$ cat config.mk
export PLATFORM = sky130hd
export DESIGN_NAME = trap_sequencer_flat
export DESIGN_NICKNAME = d
export VERILOG_FILES = /design/src/rtl/trap_sequencer_pkg.sv /design/src/rtl/trap_sequencer_if.sv /design/src/rtl/trap_target_calc.sv /design/src/rtl/trap_sequencer.sv /design/src/flat_wrapper.sv
export SDC_FILE = /design/constraint.sdc
export NUM_CORES = 1
export LEC_CHECK = 0
export ABC_AREA = 1
export BUFFER_PORTS_ARGS = -buffer_cell sky130_fd_sc_hd__buf_2
export CORE_ASPECT_RATIO = 2
export CORE_UTILIZATION = 52
export CTS_CLUSTER_SIZE = 10
export DETAILED_ROUTE_END_ITERATION = 8
export PLACE_DENSITY = 0.88
export SYNTH_ARGS = -nofsm -noshare
export SYNTH_HDL_FRONTEND = slang
export SYNTH_HIERARCHICAL = 1
export SYNTH_SLANG_ARGS = --single-unit
$ cat constraint.sdc
create_clock -name clk -period 5.9 [get_ports clk]
set_input_delay 1.18 -clock clk [delete_from_list [all_inputs] [get_ports clk]]
set_output_delay 1.18 -clock clk [all_outputs]
set_load 0.005 [all_outputs]
$ cat src/rtl/trap_sequencer_pkg.sv
// Shared types for the trap sequencer.
// Holds the FSM state and request-kind enums, the xtvec register layout,
// tvec mode and privilege encodings, and a helper that strips the mode bits
// from an xtvec value to get its aligned base address.
package trap_sequencer_pkg;

  typedef enum logic [2:0] {
    S_IDLE,
    S_FLUSH,
    S_DRAIN,
    S_COMMIT,
    S_REDIRECT
  } trap_seq_state_t;

  typedef enum logic {
    KIND_TRAP,
    KIND_RET
  } trap_seq_kind_t;

  // xtvec layout: word-aligned base in [31:2], mode in [1:0].
  typedef struct packed {
    logic [29:0] base;
    logic [1:0]  mode;
  } csr_xtvec_t;

  localparam logic [1:0] TVEC_MODE_DIRECT   = 2'd0;
  localparam logic [1:0] TVEC_MODE_VECTORED = 2'd1;

  localparam logic [1:0] PRIV_U = 2'd0;
  localparam logic [1:0] PRIV_S = 2'd1;
  localparam logic [1:0] PRIV_M = 2'd3;

  function automatic logic [31:0] tvec_base(input csr_xtvec_t tv);
    return {tv.base, 2'b00};
  endfunction

endpackage

$ cat src/rtl/trap_sequencer_if.sv
// Bundle of every signal between the trap sequencer and its neighbours
// (RegWriteStage requests, CSR tvec/epc values and commit pulses,
// PipelineController flush/busy, FetchUnit drain status and redirect).
//   master : the trap sequencer side
//   slave  : the surrounding pipeline / CSR / fetch side
// Redirect handshake: redirectPc is meaningful while redirectValid is high
// and must not change until a cycle in which redirectValid && redirectReady
// are both high; that cycle transfers the PC and redirectValid drops on the
// following cycle.
interface trap_sequencer_if;
  import trap_sequencer_pkg::*;

  logic        trapReq;
  logic        trapIsInterrupt;
  logic [4:0]  trapCause;
  logic        returnReq;
  logic [1:0]  returnPriv;
  logic [1:0]  nextPriv;
  csr_xtvec_t  mtvec;
  csr_xtvec_t  stvec;
  csr_xtvec_t  utvec;
  logic [31:0] mepc;
  logic [31:0] sepc;
  logic [31:0] uepc;
  logic        lsuBusy;
  logic        fetchBusy;
  logic        redirectReady;

  logic        busy;
  logic        flush;
  logic        trapCommit;
  logic        returnCommit;
  logic        redirectValid;
  logic [31:0] redirectPc;
  logic        drainTimeout;

  modport master (
    input  trapReq, trapIsInterrupt, trapCause, returnReq, returnPriv, nextPriv,
    input  mtvec, stvec, utvec, mepc, sepc, uepc,
    input  lsuBusy, fetchBusy, redirectReady,
    output busy, flush, trapCommit, returnCommit, redirectValid, redirectPc,
    output drainTimeout
  );

  modport slave (
    output trapReq, trapIsInterrupt, trapCause, returnReq, returnPriv, nextPriv,
    output mtvec, stvec, utvec, mepc, sepc, uepc,
    output lsuBusy, fetchBusy, redirectReady,
    input  busy, flush, trapCommit, returnCommit, redirectValid, redirectPc,
    input  drainTimeout
  );

endinterface

$ cat src/rtl/trap_target_calc.sv
// Combinational redirect-target computation.
// Ports:
//   i_kind        trap or xRET
//   i_priv        latched privilege (U=0, S=1, M=3; 2 is treated as M)
//   i_cause       latched trap cause
//   i_is_int      latched interrupt flag
//   i_mtvec/i_stvec/i_utvec, i_mepc/i_sepc/i_uepc  CSR values
//   o_target_pc   xepc for xRET, tvec base (+ cause*4 if vectored interrupt)
module trap_target_calc
  import trap_sequencer_pkg::*;
(
  input  trap_seq_kind_t i_kind,
  input  logic [1:0]     i_priv,
  input  logic [4:0]     i_cause,
  input  logic           i_is_int,
  input  csr_xtvec_t     i_mtvec,
  input  csr_xtvec_t     i_stvec,
  input  csr_xtvec_t     i_utvec,
  input  logic [31:0]    i_mepc,
  input  logic [31:0]    i_sepc,
  input  logic [31:0]    i_uepc,
  output logic [31:0]    o_target_pc
);

  csr_xtvec_t  w_tvec;
  logic [31:0] w_epc;
  logic [31:0] w_base;
  logic [31:0] w_offset;

  always_comb begin
    // Default covers M and the reserved encoding 2.
    w_tvec = i_mtvec;
    w_epc  = i_mepc;
    case (i_priv)
      PRIV_U: begin
        w_tvec = i_utvec;
        w_epc  = i_uepc;
      end
      PRIV_S: begin
        w_tvec = i_stvec;
        w_epc  = i_sepc;
      end
      default: begin
        w_tvec = i_mtvec;
        w_epc  = i_mepc;
      end
    endcase
  end

  assign w_base   = tvec_base(w_tvec);
  assign w_offset = {25'd0, i_cause, 2'b00};

  always_comb begin
    o_target_pc = w_base;
    if (i_kind == KIND_RET) begin
      o_target_pc = w_epc;
    end else if (w_tvec.mode == TVEC_MODE_VECTORED && i_is_int) begin
      // Modes 2/3 fall through to direct; the add wraps at 32 bits.
      o_target_pc = w_base + w_offset;
    end
  end

endmodule

$ cat src/rtl/trap_sequencer.sv
// Trap entry / xRET sequencer.
// Takes a single-cycle trap or return request, pulses a pipeline flush,
// waits for fetch and LSU to go idle (bounded by DRAIN_TIMEOUT), pulses the
// matching CSR commit, then offers the redirect PC to fetch until accepted.
// Ports:
//   clk, rst       clock, asynchronous active-high reset
//   bus_if         request, CSR, drain-status and redirect signals
//   o_dbg_state    current FSM state
module trap_sequencer
  import trap_sequencer_pkg::*;
#(
  parameter int DRAIN_TIMEOUT = 255
) (
  input  logic             clk,
  input  logic             rst,
  trap_sequencer_if.master bus_if,
  output trap_seq_state_t  o_dbg_state
);

  localparam int               CNT_W    = $clog2(DRAIN_TIMEOUT + 1);
  // The drain cycle in which the counter holds this value is the last one.
  localparam logic [CNT_W-1:0] CNT_LAST = CNT_W'(DRAIN_TIMEOUT - 1);
  localparam logic [CNT_W-1:0] CNT_MAX  = {CNT_W{1'b1}};

  trap_seq_state_t r_state;
  trap_seq_state_t w_state_next;
  trap_seq_kind_t  r_kind;
  logic [1:0]      r_priv;
  logic [4:0]      r_cause;
  logic            r_is_int;
  logic [CNT_W-1:0] r_drain_cnt;
  logic            r_drain_timeout;
  logic [31:0]     r_redirect_pc;
  logic            w_timeout_hit;
  logic [31:0]     w_target_pc;

  trap_target_calc u_target (
    .i_kind      (r_kind),
    .i_priv      (r_priv),
    .i_cause     (r_cause),
    .i_is_int    (r_is_int),
    .i_mtvec     (bus_if.mtvec),
    .i_stvec     (bus_if.stvec),
    .i_utvec     (bus_if.utvec),
    .i_mepc      (bus_if.mepc),
    .i_sepc      (bus_if.sepc),
    .i_uepc      (bus_if.uepc),
    .o_target_pc (w_target_pc)
  );

  always_comb begin
    w_state_next  = r_state;
    w_timeout_hit = 1'b0;
    case (r_state)
      S_IDLE: begin
        if (bus_if.trapReq || bus_if.returnReq) w_state_next = S_FLUSH;
      end
      S_FLUSH: w_state_next = S_DRAIN;
      S_DRAIN: begin
        // A clean drain takes priority over a timeout landing the same cycle.
        if (!bus_if.lsuBusy && !bus_if.fetchBusy) begin
          w_state_next = S_COMMIT;
        end else if (r_drain_cnt >= CNT_LAST) begin
          w_state_next  = S_COMMIT;
          w_timeout_hit = 1'b1;
        end
      end
      S_COMMIT: w_state_next = S_REDIRECT;
      S_REDIRECT: begin
        if (bus_if.redirectReady) w_state_next = S_IDLE;
      end
      default: w_state_next = S_IDLE;
    endcase
  end

  always_ff @(posedge clk or posedge rst) begin
    if (rst) begin
      r_state         <= S_IDLE;
      r_kind          <= KIND_TRAP;
      r_priv          <= 2'd0;
      r_cause         <= 5'd0;
      r_is_int        <= 1'b0;
      r_drain_cnt     <= '0;
      r_drain_timeout <= 1'b0;
      r_redirect_pc   <= 32'd0;
    end else begin
      r_state <= w_state_next;

      // Requests are only looked at in IDLE; trap wins a same-cycle tie.
      if (r_state == S_IDLE) begin
        if (bus_if.trapReq) begin
          r_kind   <= KIND_TRAP;
          r_priv   <= bus_if.nextPriv;
          r_cause  <= bus_if.trapCause;
          r_is_int <= bus_if.trapIsInterrupt;
        end else if (bus_if.returnReq) begin
          r_kind <= KIND_RET;
          r_priv <= bus_if.returnPriv;
        end
      end

      if (r_state == S_FLUSH) begin
        r_drain_cnt <= '0;
      end else if (r_state == S_DRAIN && r_drain_cnt != CNT_MAX) begin
        r_drain_cnt <= r_drain_cnt + 1'b1;
      end

      if (w_timeout_hit) r_drain_timeout <= 1'b1;

      // Capture the target as REDIRECT is entered so it stays stable while
      // fetch holds off the handshake.
      if (r_state == S_COMMIT) r_redirect_pc <= w_target_pc;
    end
  end

  assign bus_if.busy          = (r_state != S_IDLE);
  assign bus_if.flush         = (r_state == S_FLUSH);
  assign bus_if.trapCommit    = (r_state == S_COMMIT) && (r_kind == KIND_TRAP);
  assign bus_if.returnCommit  = (r_state == S_COMMIT) && (r_kind == KIND_RET);
  assign bus_if.redirectValid = (r_state == S_REDIRECT);
  assign bus_if.redirectPc    = r_redirect_pc;
  assign bus_if.drainTimeout  = r_drain_timeout;
  assign o_dbg_state          = r_state;

endmodule
$ cat src/flat_wrapper.sv
// flat-port wrapper written by rule: the top's interface ports become plain ports
module trap_sequencer_flat import trap_sequencer_pkg::*;
#(
  parameter int DRAIN_TIMEOUT = 255
)
  (clk, rst, o_dbg_state, bus_if_trapReq, bus_if_trapIsInterrupt, bus_if_trapCause, bus_if_returnReq, bus_if_returnPriv, bus_if_nextPriv, bus_if_mtvec, bus_if_stvec, bus_if_utvec, bus_if_mepc, bus_if_sepc, bus_if_uepc, bus_if_lsuBusy, bus_if_fetchBusy, bus_if_redirectReady, bus_if_busy, bus_if_flush, bus_if_trapCommit, bus_if_returnCommit, bus_if_redirectValid, bus_if_redirectPc, bus_if_drainTimeout);
  trap_sequencer_if bus_if_i ();
  input  logic clk;
  input  logic rst;
  output trap_seq_state_t o_dbg_state;
  input wire logic [$bits(bus_if_i.trapReq)-1:0] bus_if_trapReq;
  input wire logic [$bits(bus_if_i.trapIsInterrupt)-1:0] bus_if_trapIsInterrupt;
  input wire logic [$bits(bus_if_i.trapCause)-1:0] bus_if_trapCause;
  input wire logic [$bits(bus_if_i.returnReq)-1:0] bus_if_returnReq;
  input wire logic [$bits(bus_if_i.returnPriv)-1:0] bus_if_returnPriv;
  input wire logic [$bits(bus_if_i.nextPriv)-1:0] bus_if_nextPriv;
  input wire logic [$bits(bus_if_i.mtvec)-1:0] bus_if_mtvec;
  input wire logic [$bits(bus_if_i.stvec)-1:0] bus_if_stvec;
  input wire logic [$bits(bus_if_i.utvec)-1:0] bus_if_utvec;
  input wire logic [$bits(bus_if_i.mepc)-1:0] bus_if_mepc;
  input wire logic [$bits(bus_if_i.sepc)-1:0] bus_if_sepc;
  input wire logic [$bits(bus_if_i.uepc)-1:0] bus_if_uepc;
  input wire logic [$bits(bus_if_i.lsuBusy)-1:0] bus_if_lsuBusy;
  input wire logic [$bits(bus_if_i.fetchBusy)-1:0] bus_if_fetchBusy;
  input wire logic [$bits(bus_if_i.redirectReady)-1:0] bus_if_redirectReady;
  output wire logic [$bits(bus_if_i.busy)-1:0] bus_if_busy;
  output wire logic [$bits(bus_if_i.flush)-1:0] bus_if_flush;
  output wire logic [$bits(bus_if_i.trapCommit)-1:0] bus_if_trapCommit;
  output wire logic [$bits(bus_if_i.returnCommit)-1:0] bus_if_returnCommit;
  output wire logic [$bits(bus_if_i.redirectValid)-1:0] bus_if_redirectValid;
  output wire logic [$bits(bus_if_i.redirectPc)-1:0] bus_if_redirectPc;
  output wire logic [$bits(bus_if_i.drainTimeout)-1:0] bus_if_drainTimeout;
  assign bus_if_i.trapReq = bus_if_trapReq;
  assign bus_if_i.trapIsInterrupt = bus_if_trapIsInterrupt;
  assign bus_if_i.trapCause = bus_if_trapCause;
  assign bus_if_i.returnReq = bus_if_returnReq;
  assign bus_if_i.returnPriv = bus_if_returnPriv;
  assign bus_if_i.nextPriv = bus_if_nextPriv;
  assign bus_if_i.mtvec = bus_if_mtvec;
  assign bus_if_i.stvec = bus_if_stvec;
  assign bus_if_i.utvec = bus_if_utvec;
  assign bus_if_i.mepc = bus_if_mepc;
  assign bus_if_i.sepc = bus_if_sepc;
  assign bus_if_i.uepc = bus_if_uepc;
  assign bus_if_i.lsuBusy = bus_if_lsuBusy;
  assign bus_if_i.fetchBusy = bus_if_fetchBusy;
  assign bus_if_i.redirectReady = bus_if_redirectReady;
  assign bus_if_busy = bus_if_i.busy;
  assign bus_if_flush = bus_if_i.flush;
  assign bus_if_trapCommit = bus_if_i.trapCommit;
  assign bus_if_returnCommit = bus_if_i.returnCommit;
  assign bus_if_redirectValid = bus_if_i.redirectValid;
  assign bus_if_redirectPc = bus_if_i.redirectPc;
  assign bus_if_drainTimeout = bus_if_i.drainTimeout;
  trap_sequencer #(.DRAIN_TIMEOUT(DRAIN_TIMEOUT)) u_core (.clk(clk), .rst(rst), .bus_if(bus_if_i), .o_dbg_state(o_dbg_state));
endmodule
==> results of run 1 <==
==> worst max-delay path: stages <==
cell and delay [ns]:
buf_2 0.08, o22ai_1 0.07, nor2_1 0.15, ha_1 0.22, inv_1 0.07, fa_1 0.38
nand3b_1 0.17, nand2_1 0.11, nand2_1 0.06, nand2_1 0.11, nand2_4 0.08, nor2_4 0.13
nand2_2 0.13, o21bai_1 0.15, nand3_1 0.07, and2_1 0.17, mux2_4 0.26
==> sequential cells by signal, indices dropped and copies added, names as in the netlist <==
name                        cells
u_core/r_cause                  5
u_core/bus_if.redirectPc       32
u_core/bus_if.drainTimeout      1
u_core/r_drain_cnt              8
u_core/r_priv                   2
u_core/r_is_int                 1
u_core/r_kind                   1
u_core/o_dbg_state              3
==> worst paths after layout <==
check	depth (start not counted)	start	endpoint
hold / removal	2	u_core/r_is_int	u_core/r_is_int
setup reg to reg	18	u_core/r_priv[0]	u_core/bus_if.redirectPc[22]
max in group asynchronous	3	rst	u_core/r_priv[1]
hold reg to reg	2	u_core/r_is_int	u_core/r_is_int
min in group asynchronous	3	rst	u_core/o_dbg_state[2]
setup / recovery	17	bus_if_mtvec[2]	u_core/bus_if.redirectPc[22]
==> through the flow <==
stage                     worst slack, ns  hold WS, ns
after global placement               2.24        0.451
after detailed placement             2.22        0.458
after CTS                            2.54        0.474
final                                2.50        0.474
after global routing                 2.29        0.495
after floorplan                      2.55        0.442
==> area by class of cell <==
cell class	instances	area share [%]
multi-input cells	629	49.9
clock inverters	2	0.524
repair buffers	254	19.2
well taps	132	2.47
flip-flops and latches	53	19.9
clock buffers	5	1.87
inverters	109	6.12
==> routing by layer <==
| layer | vias up | share of wire [%] | track usage [%] |
|---|---|---|---|
| li1 | 3051 | - | - |
| met1 | 2869 | 34 | 35.1 |
| met3 | 63 | 4.5 | 4.07 |
| met5 | - | 0 | 0 |
| met4 | 0 | 6.4 | 24.0 |
| met2 | 253 | 55 | 69.6 |
==> power by group <==
| part | switching, uW | internal [uW] | total (uW) |
|---|---|---|---|
| Sequential | 141 | 526 | 667 |
| Combinational | 1450 | 873 | 2330 |
| Clock | 140 | 198 | 338 |
| Total | 1730 | 1600 | 3330 |
==> cell usage in the layout, fill, tap and decap left out, types with 11 or more instances in the layout <==
cell and count:
mux2_4 27, buf_2 249, nor2_1 70, nand4_1 11, nand2_1 306, nor2_2 13, a21oi_1 31, nand3_1 75
inv_1 100, dfrtp_1 52
==> cells by family after synthesis <==
family,count (synthesis),synth area share [%]
flops,53,25.4
compound gates,66,7.62
fa+ha+maj,8,2.06
simple gates,514,43.7
xor+xnor,9,1.51
mux,32,8.84
buf+inv,136,10.8
==> results.cfg, run 1 <==
[floorplanning]
rows = 51
initial_core_util_pct = 53.5
fp.dieH_um = 144
core_area_um2 = 9760
dieArea_um2 = 10500
ios = 250
die_x_um = 72.9

[logic_synthesis]
syn_inst = 818
yosysTopAreaCellShare_pct = 25.4
synthFlopType = dfrtp_1
yosysWarnings = 6
yosys.area.top_type = dfrtp_1
synth_edf_count = 0
avgSynthCellArea_um2 = 6.38
ys_ff_latch = 53
yosys-top-cells-area = dfrtp_1 (25%), nand2_1 (22%), mux2_4 (7.8%)
syn_nets = 1035
synth_common_cells = nand2_1 (306), inv_1 (101), nand3_1 (75), nor2_1 (70), dfrtp_1 (53)
async_flop_share_pct = 100
syn-cell-area_um2 = 5220
yosysMostFrequentCell = nand2_1
ys_seq_area_share_pct = 25.4
synthDistinctLibCells = 47

[placed_design]
dp_cells = 1177
post_dp_cell_area_um2 = 6520
dp_hpwl_mm = 14.8
gp_congestion = 0.937
port_buffers = 249

[sta]
skew_ns = 0.00875
fin_crit_sh_pct = 57.7
rsz0062_at_grt = no
setup_violations = 0
setup_tns_ns = 0
clock.fmax_mhz = 294
maxSlewHeadroom_pct = 38.2
hold_viol_final = 0
tightest_slew_ns = 0.925
fin_crit_ns = 3.40
finalMaxSlewViolations = 0

[hold_path]
hp-class = reg2reg

[finish]
final_area_um2 = 6680
fin_util_pct = 68.4
synthToLayoutAreaGrowth_pct = 27.9
instances_no_fill = 1184
n_antenna_cell = 0
drive_above_1_share_pct = 33.1
multi_input_area_um2 = 3340
filler_cell_count = 953
seq_area_um2 = 1330
final_nets = 1269

[drt]
wl_mm = 18.9
viasPerCell = 5.27
drtPass1Iterations = 5
drc = 0
wl_per_cell_um = 15.9
drtIter0Drc = 320
vias = 6236
postRouteAntennaNets = 0

[cts]
clk_latency_ns = 0.30
post_cts_buffers = 0
cts_tree = yes
ctsLongestPathBuffers = 2
cts_root_buf = clkbuf_16
cts-buffers-inserted = 5
cts-hold-fix-buffers = 0
cts_resized = 0
clkSinkCount = 53
htreeDepth = 2
path_clk_slew_ns = 0.07

[worst_setup_path]
cp-start-kind = primary input
crit_type = in2reg
cp_max_fo = 5
rrSetupSlack_ns = 2.51
critPathRequiredTime_ns = 6.08
critPathCaptureType = register
cp_data_arrival_time_ns = 3.59

[pwr]
max-vdd-ir-drop_mv = 0.450
total_power_uw = 3330
leakagePower_uw = 0.00386
power_density_nw_per_um2 = 499

[job]
drv_cap = 0

[outcome]
status = finished clean

[grt]
grt_pass1_vias = 6015
overflow = 0
grt_use_total_pct = 36.3
grt_max_degree = 54
grt_pass1_wl_mm = 28.6
antenna_found_initial = 0
Power figures use the tool's default switching activity.
==> inputs of run 2 (changes only) <==
--- a/config.mk
+++ b/config.mk
@@ -8,10 +8,10 @@
 export ABC_AREA = 1
 export BUFFER_PORTS_ARGS = -buffer_cell sky130_fd_sc_hd__buf_2
 export CORE_ASPECT_RATIO = 2
-export CORE_UTILIZATION = 52
+export CORE_UTILIZATION = 48
 export CTS_CLUSTER_SIZE = 10
 export DETAILED_ROUTE_END_ITERATION = 8
-export PLACE_DENSITY = 0.88
+export PLACE_DENSITY = 0.83
 export SYNTH_ARGS = -nofsm -noshare
 export SYNTH_HDL_FRONTEND = slang
 export SYNTH_HIERARCHICAL = 1
==> constraint.sdc (replaced) <==
create_clock -name clk -period 3.4 [get_ports clk]
set_input_delay 0.68 -clock clk [delete_from_list [all_inputs] [get_ports clk]]
set_output_delay 0.68 -clock clk [all_outputs]
set_load 0.005 [all_outputs]
==> results.cfg, run 2 (same netlist as run 1, synthesis figures left out) <==
[finish]
largest_reg_flops = 32
instances_no_fill = 1195
layout_commonest_cell = nand2_1
n_antenna_cell = 0
final_nets = 1274
synthToLayoutAreaGrowth_pct = 29.1
drive_above_1_share_pct = 33.6
layout_common_cells = nand2_1 (305), buf_2 (249), inv_1 (100)

[floorplanning]
core_area_um2 = 10500
die_x_um = 75.8
initial_core_util_pct = 49.5
dieArea_um2 = 11300
ios = 250
rows = 53
fp.dieH_um = 150

[placed_design]
dp_cells = 1187
gp_congestion = 1.02
dp_hpwl_mm = 15.1
port_buffers = 249

[worst_setup_path]
rr_worst_depth = 18
crit_type = reg2reg
r2r_start = u_core/r_priv[1]
critPathCaptureType = register
critPathRequiredTime_ns = 3.58
cp_slowest_cell = fa_1
path_delay_family = simple AND/OR/NAND/NOR gates
cp_max_fo = 11
path_buf_inv = 2
cp_common_cell = nand2_1
rrSetupSlack_ns = 0.30
cp_data_arrival_time_ns = 3.28
path_cells = inv_4 -> nand2_4 -> o22ai_1 -> nor2_1 -> ha_1 -> inv_1 -> fa_1 -> nand3b_1 -> nand2_1 -> nand2_1 -> nand2_1 -> nand2_4 -> nor2_4 -> nand2_2 -> o21bai_1 -> nand3_1 -> and2_1 -> mux2_4
max_stage_delay_ns = 0.41
r2r-end = u_core/bus_if.redirectPc[22]
cp-start-kind = register

[drt]
wl_mm = 18.8
drtPass1Iterations = 5
wl_per_cell_um = 15.8
drtIter0Drc = 310
postRouteAntennaNets = 0
vias = 6215
drc = 0
viasPerCell = 5.20

[pwr]
power.share.switching_pct = 51.5
p_int_uw = 2800
power.switching_uw = 2980
comb_power_share_pct = 70.2
pwr-share-seq_pct = 19.6
total_power_uw = 5780
leakagePower_uw = 0.00389
clkPwrFrac_pct = 10.3
max-vdd-ir-drop_mv = 0.597
power_density_nw_per_um2 = 857

[cts]
cts-hold-fix-buffers = 0
ctsLongestPathBuffers = 2
clk_latency_ns = 0.30
htreeDepth = 2
clkSinkCount = 53
path_clk_slew_ns = 0.07
cts_root_buf = clkbuf_16
cts_tree = yes
cts-buffers-inserted = 5

[sta]
setup_violations = 0
clock.fmax_mhz = 322
fin_crit_sh_pct = 91.3
setup_tns_ns = 0
hold_viol_final = 0
skew_ns = 0.00926
maxSlewHeadroom_pct = 40.4
tightest_slew_ns = 0.894
finalMaxSlewViolations = 0
rsz0062_at_grt = no
fin_crit_ns = 3.10
finalHoldWorstSlack_ns = 0.403

[grt]
use_met3_pct = 3.97
overflow = 0
use_met2_pct = 61.2
grt_pass1_wl_mm = 28.7
grt_max_degree = 40
use_met1_pct = 34.4
grt_use_total_pct = 34.2
gr-max-usage-layer = met2
grt_pass1_vias = 6060
antenna_found_initial = 0

[outcome]
status = finished clean

[hold_path]
hp-class = in2async

[job]
drv_cap = 0
-- run 2: worst max path at each step --
| stage | start | endpoint | depth (start not counted) | slack [ns] |
|---|---|---|---|---|
| floorplan | u_core/r_priv[1] | u_core/bus_if.redirectPc[22] | 19 | 0.50 |
| global placement | bus_if_mtvec[2] | u_core/bus_if.redirectPc[22] | 17 | 0.29 |
| detailed placement | bus_if_mtvec[2] | u_core/bus_if.redirectPc[22] | 17 | 0.23 |
| CTS | u_core/r_priv[0] | u_core/bus_if.redirectPc[22] | 18 | 0.19 |
| global route | u_core/r_priv[1] | u_core/bus_if.redirectPc[22] | 18 | 0.03 |
| finish | u_core/r_priv[1] | u_core/bus_if.redirectPc[22] | 18 | 0.30 |
-- run 2: metrics by stage --
stage / area [um^2] / utilization (%) / setup WS (ns)
final: 6740 / 64.0 / 0.295
after global routing: 6740 / 64.0 / 0.0271
after CTS: 6730 / 63.9 / 0.194
after detailed placement: 6570 / 62.3 / 0.234
after global placement: 6570 / 62.3 / 0.287
after floorplan: 5220 / - / 0.502
-- run 2: routing by layer --
layer | vias up | part of all wire [%] | wire (um)
met3 | 78 | 5.3 | 994
met4 | 0 | 7.7 | 1450
li1 | 3059 | - | -
met2 | 294 | 53 | 9960
met5 | - | 0 | 0
met1 | 2784 | 34 | 6430
-- run 2: timing repair --
| item | 4_1_cts | 5_1_grt |
|---|---|---|
| endpoints found under the setup margin | 0 | 7 |
| endpoints found under the hold margin | 0 | 0 |
| resized for setup | 0 | 5 |
| setup buffers | 0 | 0 |
-- run 2: cell type report --
type	count	area, um^2
clock buffer	6	129
multi-input combinational	629	3340
timing repair buffer	259	1320
inverter	109	412
tap	137	171
sequential	53	1330
fill	1011	3800
clock inverter	2	38.8
-- run 2: power groups by stage --
| stage | clock network (uW) | logic, uW | registers, uW |
|---|---|---|---|
| floorplan | 0 | 2800 | 1120 |
| global placement | 0 | 3920 | 1120 |
| detailed placement | 0 | 3970 | 1130 |
| CTS | 600 | 4000 | 1120 |
| global route | 626 | 4450 | 1160 |
| finish | 592 | 4060 | 1130 |
-- run 2: worst register-to-register path, stage by stage, from the launching register on --
cell and delay [ns]:
dfrtp_2 0.38, inv_4 0.08, nand2_4 0.13, o22ai_1 0.09, nor2_1 0.13, ha_1 0.22, inv_1 0.07, fa_1 0.41
nand3b_1 0.18, nand2_1 0.11, nand2_1 0.06, nand2_1 0.13, nand2_4 0.09, nor2_4 0.13, nand2_2 0.12, o21bai_1 0.15
nand3_1 0.07, and2_1 0.17, mux2_4 0.26
==> inputs of run 3 (changes only) <==
--- a/config.mk
+++ b/config.mk
@@ -11,7 +11,7 @@
 export CORE_UTILIZATION = 48
 export CTS_CLUSTER_SIZE = 10
 export DETAILED_ROUTE_END_ITERATION = 8
-export PLACE_DENSITY = 0.83
+export PLACE_DENSITY_LB_ADDON = 0.08
 export SYNTH_ARGS = -nofsm -noshare
 export SYNTH_HDL_FRONTEND = slang
 export SYNTH_HIERARCHICAL = 1
==> results.cfg, run 3 (same netlist as run 1, synthesis figures left out) <==
[sta]
skew_ns = 0.00755
clock.fmax_mhz = 313
finalMaxSlewViolations = 0
maxSlewHeadroom_pct = 40.1
hold_viol_final = 0
setup_violations = 0
tightest_slew_ns = 0.898
fin_crit_sh_pct = 93.9
rsz0062_at_grt = no
setup_tns_ns = 0
fin_crit_ns = 3.19

[cts]
cts-buffers-inserted = 5
ctsLongestPathBuffers = 2
clkSinkCount = 53
htreeDepth = 2
path_clk_slew_ns = 0.07
cts_tree = yes
cts-hold-fix-buffers = 0
cts_root_buf = clkbuf_16
clk_latency_ns = 0.30

[finish]
synthToLayoutAreaGrowth_pct = 28.7
final_nets = 1274
drive_above_1_share_pct = 33.6
layout_commonest_cell = nand2_1
largest_reg_flops = 32
layout_common_cells = nand2_1 (305), buf_2 (249), inv_1 (100)
fin_util_pct = 63.7

[outcome]
status = finished clean

[drt]
wl_per_cell_um = 15.5
drtPass1Iterations = 5
drc = 0
drtIter0Drc = 273
postRouteAntennaNets = 0
viasPerCell = 5.14
vias = 6142
wl_mm = 18.5

[job]
drv_cap = 0

[floorplanning]
rows = 53
dieArea_um2 = 11300
initial_core_util_pct = 49.5
core_area_um2 = 10500
die_x_um = 75.8
fp.dieH_um = 150
ios = 250

[grt]
grt_max_degree = 51
grt_use_total_pct = 33.3
use_met1_pct = 30.0
use_met2_pct = 62.3
use_met3_pct = 7.21
grt_pass1_wl_mm = 27.8
overflow = 0
gr-max-usage-layer = met2
grt_pass1_vias = 5926
antenna_found_initial = 1

[worst_setup_path]
rrSetupSlack_ns = 0.21
r2r_start = u_core/r_priv[1]
path_cells = inv_2 -> buf_4 -> nor2_1 -> nor2_1 -> o21a_1 -> inv_1 -> fa_1 -> nand3b_1 -> nand2_1 -> nand2_1 -> nand2_1 -> nand2_4 -> nor2_4 -> nand2_2 -> o21bai_1 -> nand3_1 -> and2_1 -> mux2_4
cp_slowest_cell = fa_1
cp-start-kind = register
critPathCaptureType = register
critPathRequiredTime_ns = 3.58
cp_common_cell = nand2_1
crit_type = reg2reg
r2r-end = u_core/bus_if.redirectPc[22]
rr_worst_depth = 18
max_stage_delay_ns = 0.42
cp_data_arrival_time_ns = 3.38
cp_max_fo = 15

[placed_design]
dp_hpwl_mm = 14.6
gp_congestion = 0.984
port_buffers = 249

[hold_path]
hp-class = in2async

[pwr]
power_density_nw_per_um2 = 847
max-vdd-ir-drop_mv = 0.672
leakagePower_uw = 0.00388
==> run 3: what timing repair did <==
item | 4_1_cts | 5_1_grt
setup endpoints to repair | 0 | 2
hold endpoints to repair | 0 | 0
buffers inserted | 0 | 0
resized for setup | 0 | 1
==> run 3: metrics by stage <==
stage | cell area (um^2) | cells | hold slack [ns] | total power (uW) | setup WS (ns)
after global placement | 6570 | 1187 | 0.450 | 5070 | 0.287
after global routing | 6720 | 1195 | 0.465 | 6180 | 0.00636
after detailed placement | 6570 | 1187 | 0.458 | 5100 | 0.220
after floorplan | 5220 | 818 | 0.442 | 3920 | 0.502
after CTS | 6720 | 1195 | 0.428 | 5660 | 0.246
final | 6720 | 1196 | 0.405 | 5690 | 0.208
==> run 3: area by class of cell <==
| type | count | area, um^2 |
|---|---|---|
| antenna | 1 | 2.50 |
| clock buffer | 5 | 125 |
| timing repair buffer | 259 | 1320 |
| sequential | 53 | 1330 |
| tap | 137 | 171 |
| multi-input combinational | 629 | 3340 |
| inverter | 109 | 409 |
| clock inverter | 3 | 25.0 |
| fill | 1095 | 3820 |
==> run 3: where the power goes <==
part | switching [uW] | total (uW) | internal, uW
clock network | 254 | 532 | 278
logic | 2510 | 4040 | 1540
registers | 206 | 1120 | 914
==> run 3: worst max-delay path, delay by kind of cell (launching register included) <==
| family | cells | cell delay (ns) |
|---|---|---|
| compound gates | 2 | 0.36 |
| fa+ha+maj | 1 | 0.42 |
| buf+inv | 3 | 0.44 |
| flops | 1 | 0.41 |
| mux | 1 | 0.26 |
| simple gates | 11 | 1.18 |
==> run 3: metal layers <==
metal | share of wire (%) | vias to the layer above
met5 | 0 | -
met4 | 6.7 | 0
met3 | 5.6 | 75
met2 | 54 | 254
met1 | 34 | 2754
li1 | - | 3059
==> run 3: how the worst max path moves through the flow <==
stage | start | end | slack, ns | cells after the start
after floorplan | u_core/r_priv[1] | u_core/bus_if.redirectPc[22] | 0.50 | 19
after global placement | bus_if_mtvec[2] | u_core/bus_if.redirectPc[22] | 0.29 | 17
after detailed placement | bus_if_mtvec[2] | u_core/bus_if.redirectPc[22] | 0.22 | 17
after CTS | u_core/r_priv[0] | u_core/bus_if.redirectPc[22] | 0.25 | 18
after global routing | u_core/r_priv[1] | u_core/bus_if.redirectPc[28] | 0.006 | 19
final | u_core/r_priv[1] | u_core/bus_if.redirectPc[22] | 0.21 | 18
